===== config.mk =====
export PLATFORM = sky130hd
export DESIGN_NAME = req_ack_xfr_responder_flat
export DESIGN_NICKNAME = d
export VERILOG_FILES = /design/src/rtl/req_ack_xfr_responder_if.sv /design/src/rtl/req_ack_xfr_responder.sv /design/src/flat_wrapper.sv
export SDC_FILE = /design/constraint.sdc
export NUM_CORES = 1
export LEC_CHECK = 0
export ABC_AREA = 1
export BUFFER_PORTS_ARGS = -buffer_cell sky130_fd_sc_hd__buf_2
export CORE_UTILIZATION = 30
export CTS_CLUSTER_DIAMETER = 80
export CTS_CLUSTER_SIZE = 10
export DETAILED_ROUTE_END_ITERATION = 12
export PLACE_DENSITY = 0.47
export SKIP_LAST_GASP = 1
export SYNTH_ARGS = -nofsm -noshare
export SYNTH_HDL_FRONTEND = slang
export SYNTH_SLANG_ARGS = --single-unit

===== constraint.sdc =====
create_clock -name clk -period 2.9 [get_ports clk]
set_clock_uncertainty 0.1 [all_clocks]
set_input_delay 0.145 -clock clk [delete_from_list [all_inputs] [get_ports clk]]
set_output_delay 0.145 -clock clk [all_outputs]
set_load 0.03 [all_outputs]

===== src/rtl/req_ack_xfr_responder_if.sv =====
// Bundle of the req/ack/xfr burst handshake plus the local write port.
//
// Handshake semantics:
//   - req/ack/xfr: the initiator raises req; only the 0->1 transition starts a
//     burst. The responder answers with a single-cycle ack, then holds xfr high
//     for a fixed number of back-to-back beats, each carrying xfr_data. There is
//     no back-pressure on beats.
//   - wr_valid/wr_ready: a word on wr_data is accepted on a rising clock edge
//     where wr_valid and wr_ready are both high. wr_valid may be raised without
//     waiting for wr_ready; a word offered while wr_ready is low is not taken.
interface req_ack_xfr_responder_if #(
   parameter int DATA_W = 8
);
   logic              req;
   logic              ack;
   logic              xfr;
   logic [DATA_W-1:0] xfr_data;
   logic              wr_valid;
   logic [DATA_W-1:0] wr_data;
   logic              wr_ready;
   logic              busy;
   logic              underrun;
   logic              overlap;

   // Responder side.
   modport slave (
      input  req, wr_valid, wr_data,
      output ack, xfr, xfr_data, wr_ready, busy, underrun, overlap
   );

   // Initiator / local-logic side.
   modport master (
      output req, wr_valid, wr_data,
      input  ack, xfr, xfr_data, wr_ready, busy, underrun, overlap
   );
endinterface


===== src/rtl/req_ack_xfr_responder.sv =====
// Target-side responder: detects a req rise, acks within MAX_ACK_LAT clocks,
// then streams XFR_COUNT beats out of a small write-side FIFO.
module req_ack_xfr_responder #(
   parameter int MAX_ACK_LAT = 4,
   parameter int XFR_COUNT   = 2,
   parameter int DEPTH       = 4,
   parameter int DATA_W      = 8
) (
   input  logic                       clk,
   input  logic                       rst_n,
   req_ack_xfr_responder_if.slave     bus,
   output logic [1:0]                 dbg_state
);

   localparam int AW = (DEPTH > 1) ? $clog2(DEPTH) : 1;
   localparam int CW = AW + 1;
   localparam int WW = $clog2(MAX_ACK_LAT + 1);
   localparam int BW = (XFR_COUNT > 1) ? $clog2(XFR_COUNT) : 1;

   localparam logic [CW-1:0] DEPTH_C     = CW'(DEPTH);
   localparam logic [CW-1:0] NEED_C      = CW'(XFR_COUNT);
   localparam logic [WW-1:0] WAIT_LAST_C = WW'(MAX_ACK_LAT - 1);
   localparam logic [BW-1:0] BEAT_LAST_C = BW'(XFR_COUNT - 1);

   typedef enum logic [1:0] {
      S_IDLE = 2'd0,
      S_WAIT = 2'd1,
      S_ACK  = 2'd2,
      S_XFER = 2'd3
   } state_t;

   state_t            state, state_nx;
   logic              req_q;
   logic              rise;
   logic [WW-1:0]     wait_cnt, wait_cnt_nx;
   logic [BW-1:0]     beat_cnt, beat_cnt_nx;
   logic              underrun_nx;

   logic [DATA_W-1:0] mem [DEPTH];
   logic [AW-1:0]     rd_ptr, wr_ptr;
   logic [CW-1:0]     count;
   logic              push, pop, data_ok, wr_ready_w;

   logic              ack_r, xfr_r, underrun_r, overlap_r;
   logic [DATA_W-1:0] xfr_data_r;

   assign rise       = bus.req & ~req_q;
   assign wr_ready_w = (count != DEPTH_C);
   assign push       = bus.wr_valid & wr_ready_w;
   assign data_ok    = (count >= NEED_C);
   // A beat is loaded on every edge that enters or stays in XFER; it only
   // consumes a word when one is buffered.
   assign pop        = (state_nx == S_XFER) && (count != '0);

   // Next-state, counters and underrun decision.
   always_comb begin
      state_nx    = state;
      wait_cnt_nx = wait_cnt;
      beat_cnt_nx = beat_cnt;
      underrun_nx = 1'b0;
      case (state)
         S_IDLE: begin
            if (rise) begin
               if (data_ok) begin
                  state_nx = S_ACK;
               end else if (MAX_ACK_LAT == 1) begin
                  state_nx    = S_ACK;
                  underrun_nx = 1'b1;
               end else begin
                  state_nx    = S_WAIT;
                  wait_cnt_nx = WW'(1);
               end
            end
         end
         S_WAIT: begin
            if (data_ok) begin
               state_nx = S_ACK;
            end else if (wait_cnt == WAIT_LAST_C) begin
               state_nx    = S_ACK;
               underrun_nx = 1'b1;
            end else begin
               wait_cnt_nx = wait_cnt + WW'(1);
            end
         end
         S_ACK: begin
            state_nx    = S_XFER;
            beat_cnt_nx = '0;
         end
         S_XFER: begin
            if (beat_cnt == BEAT_LAST_C) begin
               state_nx = S_IDLE;
            end else begin
               beat_cnt_nx = beat_cnt + BW'(1);
            end
         end
         default: state_nx = S_IDLE;
      endcase
   end

   // State register, edge detector and registered handshake outputs.
   always_ff @(posedge clk or negedge rst_n) begin
      if (!rst_n) begin
         state      <= S_IDLE;
         req_q      <= 1'b0;
         wait_cnt   <= '0;
         beat_cnt   <= '0;
         ack_r      <= 1'b0;
         xfr_r      <= 1'b0;
         xfr_data_r <= '0;
         underrun_r <= 1'b0;
         overlap_r  <= 1'b0;
      end else begin
         state      <= state_nx;
         req_q      <= bus.req;
         wait_cnt   <= wait_cnt_nx;
         beat_cnt   <= beat_cnt_nx;
         ack_r      <= (state_nx == S_ACK);
         xfr_r      <= (state_nx == S_XFER);
         xfr_data_r <= pop ? mem[rd_ptr] : '0;
         underrun_r <= underrun_nx;
         overlap_r  <= rise && (state != S_IDLE);
      end
   end

   // Circular FIFO: storage, wrapping pointers and occupancy count.
   always_ff @(posedge clk or negedge rst_n) begin
      if (!rst_n) begin
         rd_ptr <= '0;
         wr_ptr <= '0;
         count  <= '0;
         for (int i = 0; i < DEPTH; i++) begin
            mem[i] <= '0;
         end
      end else begin
         if (push) begin
            mem[wr_ptr] <= bus.wr_data;
            wr_ptr      <= wr_ptr + AW'(1);
         end
         if (pop) begin
            rd_ptr <= rd_ptr + AW'(1);
         end
         case ({push, pop})
            2'b10:   count <= count + CW'(1);
            2'b01:   count <= count - CW'(1);
            default: count <= count;
         endcase
      end
   end

   assign bus.ack      = ack_r;
   assign bus.xfr      = xfr_r;
   assign bus.xfr_data = xfr_data_r;
   assign bus.wr_ready = wr_ready_w;
   assign bus.busy     = (state != S_IDLE);
   assign bus.underrun = underrun_r;
   assign bus.overlap  = overlap_r;
   assign dbg_state    = state;

endmodule

===== src/flat_wrapper.sv =====
// flat-port wrapper written by rule: the top's interface ports become plain ports
module req_ack_xfr_responder_flat 
#(
   parameter int MAX_ACK_LAT = 4,
   parameter int XFR_COUNT   = 2,
   parameter int DEPTH       = 4,
   parameter int DATA_W      = 8
)
  (clk, rst_n, dbg_state, bus_req, bus_wr_valid, bus_wr_data, bus_ack, bus_xfr, bus_xfr_data, bus_wr_ready, bus_busy, bus_underrun, bus_overlap);
  req_ack_xfr_responder_if #(.DATA_W(DATA_W)) bus_i ();
  input  logic clk;
  input  logic rst_n;
  output logic [1:0] dbg_state;
  input wire logic [$bits(bus_i.req)-1:0] bus_req;
  input wire logic [$bits(bus_i.wr_valid)-1:0] bus_wr_valid;
  input wire logic [$bits(bus_i.wr_data)-1:0] bus_wr_data;
  output wire logic [$bits(bus_i.ack)-1:0] bus_ack;
  output wire logic [$bits(bus_i.xfr)-1:0] bus_xfr;
  output wire logic [$bits(bus_i.xfr_data)-1:0] bus_xfr_data;
  output wire logic [$bits(bus_i.wr_ready)-1:0] bus_wr_ready;
  output wire logic [$bits(bus_i.busy)-1:0] bus_busy;
  output wire logic [$bits(bus_i.underrun)-1:0] bus_underrun;
  output wire logic [$bits(bus_i.overlap)-1:0] bus_overlap;
  assign bus_i.req = bus_req;
  assign bus_i.wr_valid = bus_wr_valid;
  assign bus_i.wr_data = bus_wr_data;
  assign bus_ack = bus_i.ack;
  assign bus_xfr = bus_i.xfr;
  assign bus_xfr_data = bus_i.xfr_data;
  assign bus_wr_ready = bus_i.wr_ready;
  assign bus_busy = bus_i.busy;
  assign bus_underrun = bus_i.underrun;
  assign bus_overlap = bus_i.overlap;
  req_ack_xfr_responder #(.MAX_ACK_LAT(MAX_ACK_LAT), .XFR_COUNT(XFR_COUNT), .DEPTH(DEPTH), .DATA_W(DATA_W)) u_core (.clk(clk), .rst_n(rst_n), .bus(bus_i), .dbg_state(dbg_state));
endmodule

; ---- Word-level counts from Yosys, hierarchy flattened
; Cells that the tools add are included.
[word_totals]
out_inout_bits = 16
reg_bits = 58
wordCells = 78
[op_classes]
reduce_logical = 10
n_mux = 24
eq_ne = 13
bitwise_logic = 5
magnitude_cmp = 4
addsub = 6
[op_table]
columns = op, count
row1 = $bwmux 32, 1
row2 = $mux 8, 4
row3 = $bmux 8 s2, 1
row4 = $demux 8 s2, 1
row5 = $mux 3, 4
row6 = $pmux 3 s2, 2
row7 = $eq 2x2->1 const B, 5
row8 = $mux 2, 5
row9 = $pmux 2 s4, 1
row10 = $reduce_bool 2->1, 4
row11 = $add 3x1->3 const B, 2
row12 = $ge 3x3->1 const B, 2
row13 = $ne 2x2->1 const B, 3
row14 = $not 2->3, 2
row15 = $reduce_and 5->1, 1
row16 = $add 2x1->2 const B, 2
row17 = $eq 2x1->1 const B, 2
row18 = $mux 1, 4
row19 = $eq 3x2->1 const B, 1
row20 = $ge 3x2->1 const B, 1
row21 = $logic_and 1x1->1, 3
row22 = $lt 3x1->1 const B, 1
row23 = $ne 3x3->1 const B, 1
row24 = $reduce_bool 3->1, 1
row25 = other kinds (7), 8

; ---- Depth between registers and ports, before layout
; Gate-level depths: netlist (run 1).
[depth]
ltp_word = 8
ltp_mapped = 10
mapped_depth_nobuf = 9

; ---- Worst setup path after synthesis (run 1)
; OpenSTA, ideal clock, no wires.
[synth_path]
path_type = register to register
start = register u_core.count[0]
end = register u_core.count[2]
period_less_slack_ns = 2.162
t_arrival_ns = 1.982
path_stages_with_launch = 11
setup_slack_ns = 0.738
setup_ns = 0.080
required_time_ns = 2.720
path_cell_list = dfrtp_1 > inv_2 > nand3_4 > nand2_8 > buf_6 > ha_1 > inv_1 > fa_1 > or2_2 > nand2_1 > xnor2_1
[synth_via]
elab_cells_between_ends = 16
cone_classes = add/sub: 2 / order compare: 1 / eq/ne: 4 / mux: 5 / bitwise: 1 / reduce/logical: 3
[synth_lines]
columns = element, line
row1 = from (decl), req_ack_xfr_responder.sv:41  ; logic [CW-1:0] count;
row2 = from (signal assigned), req_ack_xfr_responder.sv:143  ; 2'b10: count <= count + CW'(1);
row3 = from (signal assigned), req_ack_xfr_responder.sv:144  ; 2'b01: count <= count - CW'(1);
row4 = from (signal assigned), req_ack_xfr_responder.sv:145  ; default: count <= count;
row5 = $ne 3x3->1 (*), req_ack_xfr_responder.sv:48  ; assign wr_ready_w = (count != DEPTH_C);
row6 = net bus_wr_ready, flat_wrapper.sv:20  ; output wire logic [$bits(bus_i.wr_ready)-1:0] bus_wr_ready;
row7 = $and 1x1->1 (*), req_ack_xfr_responder.sv:49  ; assign push = bus.wr_valid & wr_ready_w;
row8 = $eq 2x1->1 or $eq 2x2->1 (tied branches), req_ack_xfr_responder.sv:142  ; case ({push, pop})
row9 = $pmux 3 s2 or $reduce_bool 2->1 (tied branches), --
; The timed path passes the listed nets; every way through them passes the cells marked *.
; A chain may end at the register's enable or synchronous reset.

; ---- Worst setup path after layout (run 1)
[layout_path]
start = register u_core.count[0]
end = register u_core.count[2]
[layout_via]
elab_chain_len = 8
elab_cells_between_ends = 16
cone_classes = add/sub: 2 / order compare: 1 / eq/ne: 4 / mux: 5 / bitwise: 1 / reduce/logical: 3
[layout_lines]
columns = element, line
row1 = $ge 3x2->1, req_ack_xfr_responder.sv:50  ; assign data_ok = (count >= NEED_C);
row2 = $mux 2, req_ack_xfr_responder.sv:64  ; if (data_ok) begin
row3 = $mux 2, req_ack_xfr_responder.sv:63  ; if (rise) begin
row4 = $pmux 2 s4, req_ack_xfr_responder.sv:61  ; case (state)
row5 = $eq 2x2->1, req_ack_xfr_responder.sv:53  ; assign pop = (state_nx == S_XFER) && (count != '0);
row6 = $logic_and 1x1->1, req_ack_xfr_responder.sv:53
row7 = $eq 2x1->1 or $eq 2x2->1 (tied branches), req_ack_xfr_responder.sv:142
row8 = $pmux 3 s2 or $reduce_bool 2->1 (tied branches), --
; Parallel ways exist; a longest one is shown, timed or not.

==> results.md, run 1 <==
- R2r startpoint: u_core.count[0]
- CP Cell Sequence: inv_2 -> nand3_4 -> nand2_8 -> ha_1 -> inv_1 -> fa_1 -> or2_2 -> nand2_1 -> xnor2_1
- Drt total wl: 5740 um
- Count of pins over their slew limit: 0
- CP max FO: 24
- CTS tree: yes
- Syn nets: 304
- Slew headroom: 0.513
- Full die area: 9160 um2
- Cells on worst reg2reg path: 9
- Die extent in x: 95.7 um
- Max_cap viols: 0
- Critical Path Max Stage Delay: 0.40 ns
- Final core occ: 0.381
- Clk network pwr share: 0.233
- Clock buffer depth: 2
- Cells after Synth: 284
- Register Area: 1450 um2
- First-pass GRT wire length: 9870 um
- Slowest stage cell, crit path: dfrtp_1
- Minimum clock period: 2.16 ns
- DRC: 0
- DR iter-0 viols: 112
- Final hold vios: 0
- Post-route ant nets: 0
- Most common cell after layout, fill and taps aside: nand2_1
- Sequential Power Share: 0.373
- Synth top area share: 0.551
- Port bufs: 27
- Status: completed
- Critical R2R Capture: u_core.count[2]
- Final setup viols: 0
- ANT cells: 0
- Clock latency on the worst-skew pair: 0.34 ns
- GP Congestion: 0.767
- Vias in the first global route: 1973
- DPL Wire Length: 3800 um
- Switching power: 1.51 mW
- CP top delay family: simple AND/OR/NAND/NOR gates
- CP arrival: 2.31 ns
- Sw Share: 0.410
- Syn_area_per_cell: 9.27 um2
- Unique masters post-synth: 27
- PD cells: 1160 nW/um2
- Fin crit share: 0.744
- Fillers: 842
- Overall Global Routing Usage: 0.148
- Clk sinks: 58
- Die Y: 95.7 um
- Most frequent cells in the layout: 65 x nand2_1, 58 x dfrtp_1, 40 x o21ai_1
- Clock transition at the registers of the reported paths: 0.06 ns
- Pre-Repair DR Iteration Count: 4
- H-tree depth: 3
- RSZ-0062 raised after global routing: false
- Nets: 346
- Crit path capture type: register
- Layout cells sized above 1: 0.172
- CTS buffer count: 9
- Initial antenna violation count: 0
- Fin Hold WS: 0.205 ns
- Area leader, netlist: dfrtp_1
- R2R Setup Slk: 0.74 ns
- Cell row count: 33
- Fmax: 0.464 GHz
- Vias post-DR: 1978
- Area Overhead vs Synth: 20.8%
- Total grt overflow: 0
- Cells after DPL: 410
- Initial Util: 0.316
- Maximum vdd drop: 0.319 mV
- Pleak: 1.57 nW
- Final std cells w/o fill: 436
- Multi-input logic area: 973 um2
- Min-delay src: bus_wr_valid
- Root buffer cell: clkbuf_8
- P_int: 2.18 mW
- CP bufs+invs: 2
- TNS Setup: 0 ns
- Pre-CTS setup slack: 0.751 ns
- Synth Register Bits: 58
- CP Launch Point: u_core.count[0]
- YS warnings: 0
- Setup ws final: 0.743 ns
- Worst-Margin Slew: 0.731 ns
- Largest net degree at the start of global routing: 32
- WHS Endpoint: u_core.wr_ptr[1]
- Wirelength per Cell: 13.2 um
- CP Class: register to register
- Core area: 8340 um2
- Setup repair bufs after CTS: 0
- Sequential fraction of the synthesis area: 0.551
- Crit start category: register
- Comb power frac: 0.394
- Resize count post-CTS: 0
- Hold Path Depth: 3
- Critical Path RT: 3.06 ns
- Boundary Pins: 28
- Top cells by area, synth: dfrtp_1 55%, nand2_1 9.3%, o21ai_1 7.6%
- Worst Hold Class: primary input to register
- Mapped Area: 2630 um2
- DR vias/cell: 4.54
-- cell type report --
type | instances | share of cell area
Clock inverter | 4 | 0.0232
Clock buffer | 12 | 0.0488
Timing Repair Buffer | 39 | 0.0786
Tap cell | 105 | 0.0413
Inverter | 39 | 0.0460
Sequential cell | 58 | 0.456
Multi-Input combinational cell | 179 | 0.306
-- synth_stat cells --
cell / count
nand2_1: 65
dfrtp_1: 58
o21ai_1: 40
inv_1: 35
a21oi_1: 26
o21ai_0: 13
ha_1: 7
nor2_1: 7
inv_2: 4
buf_6: 3
nand3_1: 3
buf_2: 2
buf_4: 2
nor2_2: 2
nor2_8: 2
nor3_1: 2
xnor2_1: 2
xor2_1: 2
a21oi_4: 1
clkbuf_1: 1
fa_1: 1
nand2_8: 1
nand3_4: 1
nand4_1: 1
nor2_4: 1
o211a_1: 1
or2_2: 1
-- layer usage --
layer / vias to the layer above / part of all wire / track usage
met5: - / 0 / 0
met4: 0 / 0.020 / 0.0796
met3: 9 / 0.062 / 0.0308
met2: 50 / 0.44 / 0.219
met1: 919 / 0.48 / 0.202
li1: 1000 / - / -
-- flip-flops by register name, indices dropped and copies added (netlist names) --
signal and flops:
u_core.req_q 1, u_core.mem 32, u_core.dbg_state 2, u_core.wr_ptr 2, u_core.bus.xfr 1, u_core.count 3
u_core.bus.ack 1, u_core.bus.underrun 1, u_core.beat_cnt 1, u_core.bus.overlap 1, u_core.rd_ptr 2, u_core.bus.xfr_data 8
u_core.wait_cnt 3
-- worst max path at each step --
stage,to,slack [ns],cells past startpoint
finish,u_core.count[2],0.74,9
global route,u_core.count[2],0.64,9
CTS,u_core.count[2],0.73,9
detailed placement,u_core.count[2],0.75,9
global placement,u_core.count[2],0.79,9
floorplan,u_core.count[2],0.74,10
-- cells by family (layout without fill, tap and decap cells) --
| kind of cell | count (synthesis) | count (layout) | synth area share |
|---|---|---|---|
| buffers and inverters | 47 | 94 | 0.0793 |
| and+or+nand+nor | 86 | 86 | 0.155 |
| DFF | 58 | 58 | 0.551 |
| xor gates and xnor gates | 4 | 4 | 0.0133 |
| adders and majority gates | 8 | 8 | 0.0409 |
| AOI/OAI and AO/OA | 81 | 81 | 0.160 |
-- power groups by stage --
stage | clock network (mW) | logic (mW) | registers [mW]
finish | 0.861 | 1.45 | 1.37
floorplan | 0 | 1.08 | 1.42
detailed placement | 0 | 1.46 | 1.39
CTS | 0.879 | 1.48 | 1.38
global route | 0.912 | 1.69 | 1.42
global placement | 0 | 1.45 | 1.39
-- worst min-delay path, cell delays in order --
cell and delay (ns):
buf_2 0.14, nand2_8 0.21, a21oi_1 0.10
-- repair_timing --
item,4_1_cts,5_1_grt
hold buffers,10,0
setup endpoints to repair,0,0
hold endpoints to repair,62,0
-- through the flow --
stage	power (mW)	area, um2
CTS	3.73	3180
finish	3.69	3180
global placement	2.83	2850
floorplan	2.50	2630
detailed placement	2.85	2850
global route	4.02	3180
(Power assumes the default switching activity.)
==> inputs of run 2 (changes only) <==
--- a/config.mk
+++ b/config.mk
@@ -11,7 +11,7 @@
 export CTS_CLUSTER_DIAMETER = 80
 export CTS_CLUSTER_SIZE = 10
 export DETAILED_ROUTE_END_ITERATION = 12
-export PLACE_DENSITY = 0.47
+export PLACE_DENSITY = 0.49
 export SKIP_LAST_GASP = 1
 export SYNTH_ARGS = -nofsm -noshare
 export SYNTH_HDL_FRONTEND = slang
==> constraint.sdc (replaced) <==
create_clock -name clk -period 1.74 [get_ports clk]
set_clock_uncertainty 0.1 [all_clocks]
set_input_delay 0.087 -clock clk [delete_from_list [all_inputs] [get_ports clk]]
set_output_delay 0.087 -clock clk [all_outputs]
set_load 0.03 [all_outputs]
==> run 2 against run 1 <==
Effect of this change:
- the run now ends with negative setup slack left
- cell count is 4.1% higher
- hold slack worse by 0.10 ns
- register-to-register slack worse by 0.79 ns
- highest routed layer unchanged
- clock power is 82% higher
- largest cell class unchanged
- combinational power is 100% higher
- first-iteration DRC count is 6.3% higher
- design area is 6.3% higher
- largest power group unchanged
- global-route usage is 0.46 points lower
- power is 83% higher
- core utilization is 2.4 points higher
==> results.md, run 2 (synthesis results as in run 1) <==
- RSZ-0062 raised after global routing: true
- Clk sinks: 58
- CP max FO: 2
- Maximum vdd drop: 0.794 mV
- Fin Hold WS: 0.105 ns
- Cells on worst reg2reg path: 9
- CP dominant cell by count: nand2_2
- R2r startpoint: u_core.dbg_state[0]
- Clock latency on the worst-skew pair: 0.33 ns
- Cell depth of the worst setup path: 9
- Area Overhead vs Synth: 28.4%
- Pleak: 1.67 nW
- Pre-Repair DR Iteration Count: 5
- Vias post-DR: 2002
- Count of pins over their slew limit: 0
- CP Cell Sequence: nand2_2 -> nand2_2 -> a21oi_4 -> ha_4 -> inv_2 -> fa_2 -> or2_4 -> nand2_2 -> xnor2_1
- Fmax: 0.560 GHz
- Max_cap viols: 0
- CP Capture Point: u_core.count[2]
- Crit path capture type: register
- Nets: 364
- Drt total wl: 5790 um
- Minimum clock period: 1.79 ns
- Slowest stage cell, crit path: dfrtp_1
- Initial antenna violation count: 0
- Initial Util: 0.316
- Critical Path Max Stage Delay: 0.38 ns
- Total grt overflow: 0
- Cell row count: 33
- R2R Setup Slk: -0.05 ns
- Fillers: 848
- Fin crit share: 1.03
- Pre-CTS setup slack: -0.0860 ns
- Die extent in x: 95.7 um
- Violated checks: negative setup slack
- Critical Path RT: 1.90 ns
- Most common cell after layout, fill and taps aside: nand2_1
- Final setup viols: 1
- Clock transition at the registers of the reported paths: 0.07 ns
- Largest register FFs: 32
- Clock buffer depth: 2
- Final hold vios: 0
- CTS buffer count: 9
- Slew headroom: 0.743
- Vias in the first global route: 1923
- Setup ws final: -0.0462 ns
- Critical R2R Capture: u_core.count[2]
- Die Y: 95.7 um
- Wirelength per Cell: 12.7 um
- ANT cells: 0
- Worst Hold Class: primary input to register
- Final Cell Area: 3380 um2
- Final core occ: 0.405
- Largest register by flop count: u_core.mem
- Port bufs: 27
- GP Congestion: 0.737
- Full die area: 9160 um2
- Largest net degree at the start of global routing: 59
- Total Power: 6.73 mW
- Status: complete, but fails checks
- Overall Global Routing Usage: 0.143
- Worst-Margin Slew: 0.385 ns
- Post-DP Area: 2990 um2
- DR iter-0 viols: 119
- CP Launch Point: u_core.dbg_state[0]
- Most frequent cells in the layout: 62 x nand2_1, 58 x dfrtp_1, 41 x o21ai_1
- Boundary Pins: 28
- CP top delay family: adder cells
- DR vias/cell: 4.41
- First-pass GRT wire length: 9610 um
- Layout cells sized above 1: 0.235
- PD cells: 1990 nW/um2
- CP Class: register to register
- H-tree depth: 3
- DRC: 0
- DPL Wire Length: 3720 um
- Root buffer cell: clkbuf_8
- CP bufs+invs: 1
- Core area: 8340 um2
- Crit start category: register
- CTS tree: yes
- CP arrival: 1.95 ns
- Post-route ant nets: 0
[run 2: stage by stage]
stage / TNS, ns / instances
6_report: -0.0462 / 454
5_1_grt: -0.121 / 454
4_1_cts: -0.0445 / 453
3_5_place_dp: -0.0860 / 424
3_3_place_gp: -0.0420 / 424
2_1_floorplan: -0.503 / 284
[run 2: timing repair]
item,CTS,global route
hold buffers,10,0
setup endpoints to repair,1,1
endpoints found under the hold margin,92,0
resized for setup,2,1
gates cloned,0,0
buffers inserted,3,1
pin swaps,4,0
[run 2: layer usage]
metal,vias up,routed length (um),global-route usage
met1,913,2830,0.193
met3,8,274,0.0450
met2,50,2630,0.223
met4,0,55,0.0373
met5,-,0,0
li1,1031,-,-
[run 2: cell type report]
cell class / instances / area (um2) / area share
multi-input combinational: 179 / 1000 / 0.296
sequential: 58 / 1450 / 0.429
inverter: 39 / 146 / 0.0433
clock inverter: 4 / 97.6 / 0.0289
clock buffer: 12 / 155 / 0.0459
tap: 105 / 131 / 0.0388
timing repair buffer: 57 / 398 / 0.118
[run 2: where the power goes]
group	internal [mW]	switching, mW
logic	1.14	1.81
registers	1.94	0.276
clock network	1.03	0.535
[run 2: worst min-delay path by stage]
stage            startpoint               to  cells past startpoint
6_report       bus_wr_valid  u_core.count[0]                      4
5_1_grt        bus_wr_valid  u_core.count[1]                      4
4_1_cts        bus_wr_valid  u_core.count[0]                      4
3_5_place_dp          rst_n   u_core.mem[14]                      2
3_3_place_gp          rst_n   u_core.mem[14]                      2
2_1_floorplan         rst_n  u_core.beat_cnt                      0
[run 2: worst register-to-register path: cells and delay by family, from the launching register on]
| kind | cells | cell delay [ns] |
|---|---|---|
| compound gates | 1 | 0.14 |
| flops | 1 | 0.38 |
| buf+inv | 1 | 0.04 |
| xor+xnor | 1 | 0.10 |
| simple gates | 4 | 0.47 |
| fa+ha+maj | 2 | 0.48 |
==> inputs of run 3 (changes only) <==
--- a/config.mk
+++ b/config.mk
@@ -11,7 +11,8 @@
 export CTS_CLUSTER_DIAMETER = 80
 export CTS_CLUSTER_SIZE = 10
 export DETAILED_ROUTE_END_ITERATION = 12
-export PLACE_DENSITY = 0.49
+export PLACE_DENSITY = 0.47
+export REMOVE_ABC_BUFFERS = 1
 export SKIP_LAST_GASP = 1
 export SYNTH_ARGS = -nofsm -noshare
 export SYNTH_HDL_FRONTEND = slang
==> constraint.sdc (replaced) <==
create_clock -name clk -period 1.73 [get_ports clk]
set_clock_uncertainty 0.1 [all_clocks]
set_input_delay 0.0865 -clock clk [delete_from_list [all_inputs] [get_ports clk]]
set_output_delay 0.0865 -clock clk [all_outputs]
set_load 0.03 [all_outputs]
==> run 3 against run 2 <==
Effect of this change:
- sequential share of layout area increased by 0.35 points
- critical path depth unchanged
- the run still ends with negative setup slack left
- register-to-register slack got worse by 0.04 ns
- maximum frequency decreased by 1.8%
- clock-buffer cell count increased by 1
==> results.md, run 3 (synthesis results as in run 1) <==
- Largest register FFs: 32
- Boundary Pins: 28
- CTS tree: yes
- DR iter-0 viols: 91
- DRC: 0
- Total grt overflow: 0
- Die extent in x: 95.7 um
- Violated checks: negative setup slack
- Fin crit share: 1.05
- Count of pins over their slew limit: 0
- Initial antenna violation count: 0
- Worst Hold Class: primary input to register
- Cell row count: 33
- Most frequent cells in the layout: 62 x nand2_1, 58 x dfrtp_1, 40 x o21ai_1
- CP max FO: 2
- Most common cell after layout, fill and taps aside: nand2_1
- Port bufs: 27
- Fmax: 0.550 GHz
- First-pass GRT wire length: 9890 um
- Core area: 8340 um2
- Root buffer cell: clkbuf_8
- Met2 GRT Util: 0.218
- Crit start category: register
- Status: complete, but fails checks
- Clock latency on the worst-skew pair: 0.34 ns
- CP top delay family: adder cells
- CP arrival: 1.98 ns
- Pleak: 1.66 nW
- Minimum clock period: 1.82 ns
- Vias in the first global route: 1968
- H-tree depth: 3
- Most Crowded Layer GR: met2
- Cells after DPL: 428
- Critical Path Max Stage Delay: 0.39 ns
- Die Y: 95.7 um
- Final hold vios: 0
- CP Class: register to register
- Wirelength per Cell: 12.8 um
- Worst-Margin Slew: 0.377 ns
- Total Power: 6.55 mW
- Clock transition at the registers of the reported paths: 0.07 ns
- Vias post-DR: 1998
- CP bufs+invs: 1
- Crit path capture type: register
- Maximum vdd drop: 0.534 mV
- DR vias/cell: 4.40
- ANT cells: 0
- Layout cells sized above 1: 0.238
- Nets: 365
- Met3 usage: 0.0355
- GP Congestion: 0.715
- Initial Util: 0.316
- TNS Setup: -0.0882 ns
- Slew headroom: 0.749
- Critical Path RT: 1.89 ns
- CP Cell Sequence: nand2_2 -> nand2_4 -> a21oi_4 -> ha_4 -> inv_2 -> fa_2 -> or2_4 -> nand2_2 -> xnor2_1
- Hold Path Depth: 4
- RSZ-0062 raised after global routing: true
- Drt total wl: 5830 um
- Cells on worst reg2reg path: 9
- Fillers: 844
- CP dominant cell by count: nand2_2
- Full die area: 9160 um2
- Max_cap viols: 0
- Clk sinks: 58
- Final setup viols: 1
- Pre-Repair DR Iteration Count: 4
- Final core occ: 0.402
- Clock buffer depth: 2
- Largest register by flop count: u_core.mem
- Largest net degree at the start of global routing: 59
- PD cells: 1950 nW/um2
- Cell depth of the worst setup path: 9
- M1 GR Usage: 0.207
- Slowest stage cell, crit path: dfrtp_1
- Overall Global Routing Usage: 0.148
- Final Cell Area: 3350 um2
- Final std cells w/o fill: 454
- Setup ws final: -0.0882 ns
- DPL Wire Length: 3770 um
- Post-route ant nets: 0
- CTS buffer count: 9
- Area Overhead vs Synth: 27.4%
- Post-DP Area: 3000 um2
==> run 3: final timing paths <==
kind / from / endpoint / slack (ns)
setup / recovery: u_core.beat_cnt / u_core.count[2] / -0.09
hold / removal: bus_wr_valid / u_core.count[1] / 0.09
setup reg to reg: u_core.beat_cnt / u_core.count[2] / -0.09
hold reg to reg: u_core.req_q / u_core.bus.overlap / 0.33
max in group asynchronous: rst_n / u_core.bus.xfr_data[2] / 1.08
min in group asynchronous: rst_n / u_core.mem[17] / 0.17
==> run 3: layout make-up <==
cell class / instances / area, um2 / area share
clock buffer: 13 / 169 / 0.0504
clock inverter: 2 / 35.0 / 0.0104
inverter: 39 / 146 / 0.0436
multi-input combinational: 179 / 1020 / 0.303
sequential: 58 / 1450 / 0.433
tap: 105 / 131 / 0.0392
timing repair buffer: 58 / 405 / 0.121
==> run 3: where the power goes <==
group,switching [mW],total (mW),internal [mW]
registers,0.262,2.21,1.95
clock network,0.523,1.30,0.774
logic,1.87,3.04,1.18
==> run 3: tightest hold or removal path, stage by stage <==
cell and delay [ns]:
buf_2 0.13, nand2_8 0.07, ha_4 0.15, o21ai_2 0.06
==> run 3: layer usage <==
metal | vias up | routed length [um]
li1 | 1038 | -
met1 | 920 | 2930
met2 | 32 | 2580
met3 | 8 | 208
met4 | 0 | 106
met5 | - | 0
==> run 3: stage by stage <==
stage,worst slack (ns),hold WS [ns]
after floorplan,-0.383,-0.309
after global placement,-0.186,0.0202
after detailed placement,-0.216,0.0165
after CTS,-0.120,0.136
after global routing,-0.184,0.0996
final,-0.0882,0.0947
==> run 3: what timing repair did <==
action | 4_1_cts | 5_1_grt
gates cloned | 0 | 0
setup endpoints to repair | 1 | 2
endpoints found under the hold margin | 92 | 0
hold buffers | 10 | 0
buffers inserted | 0 | 1
gates resized for setup | 7 | 6
pin swaps | 7 | 5
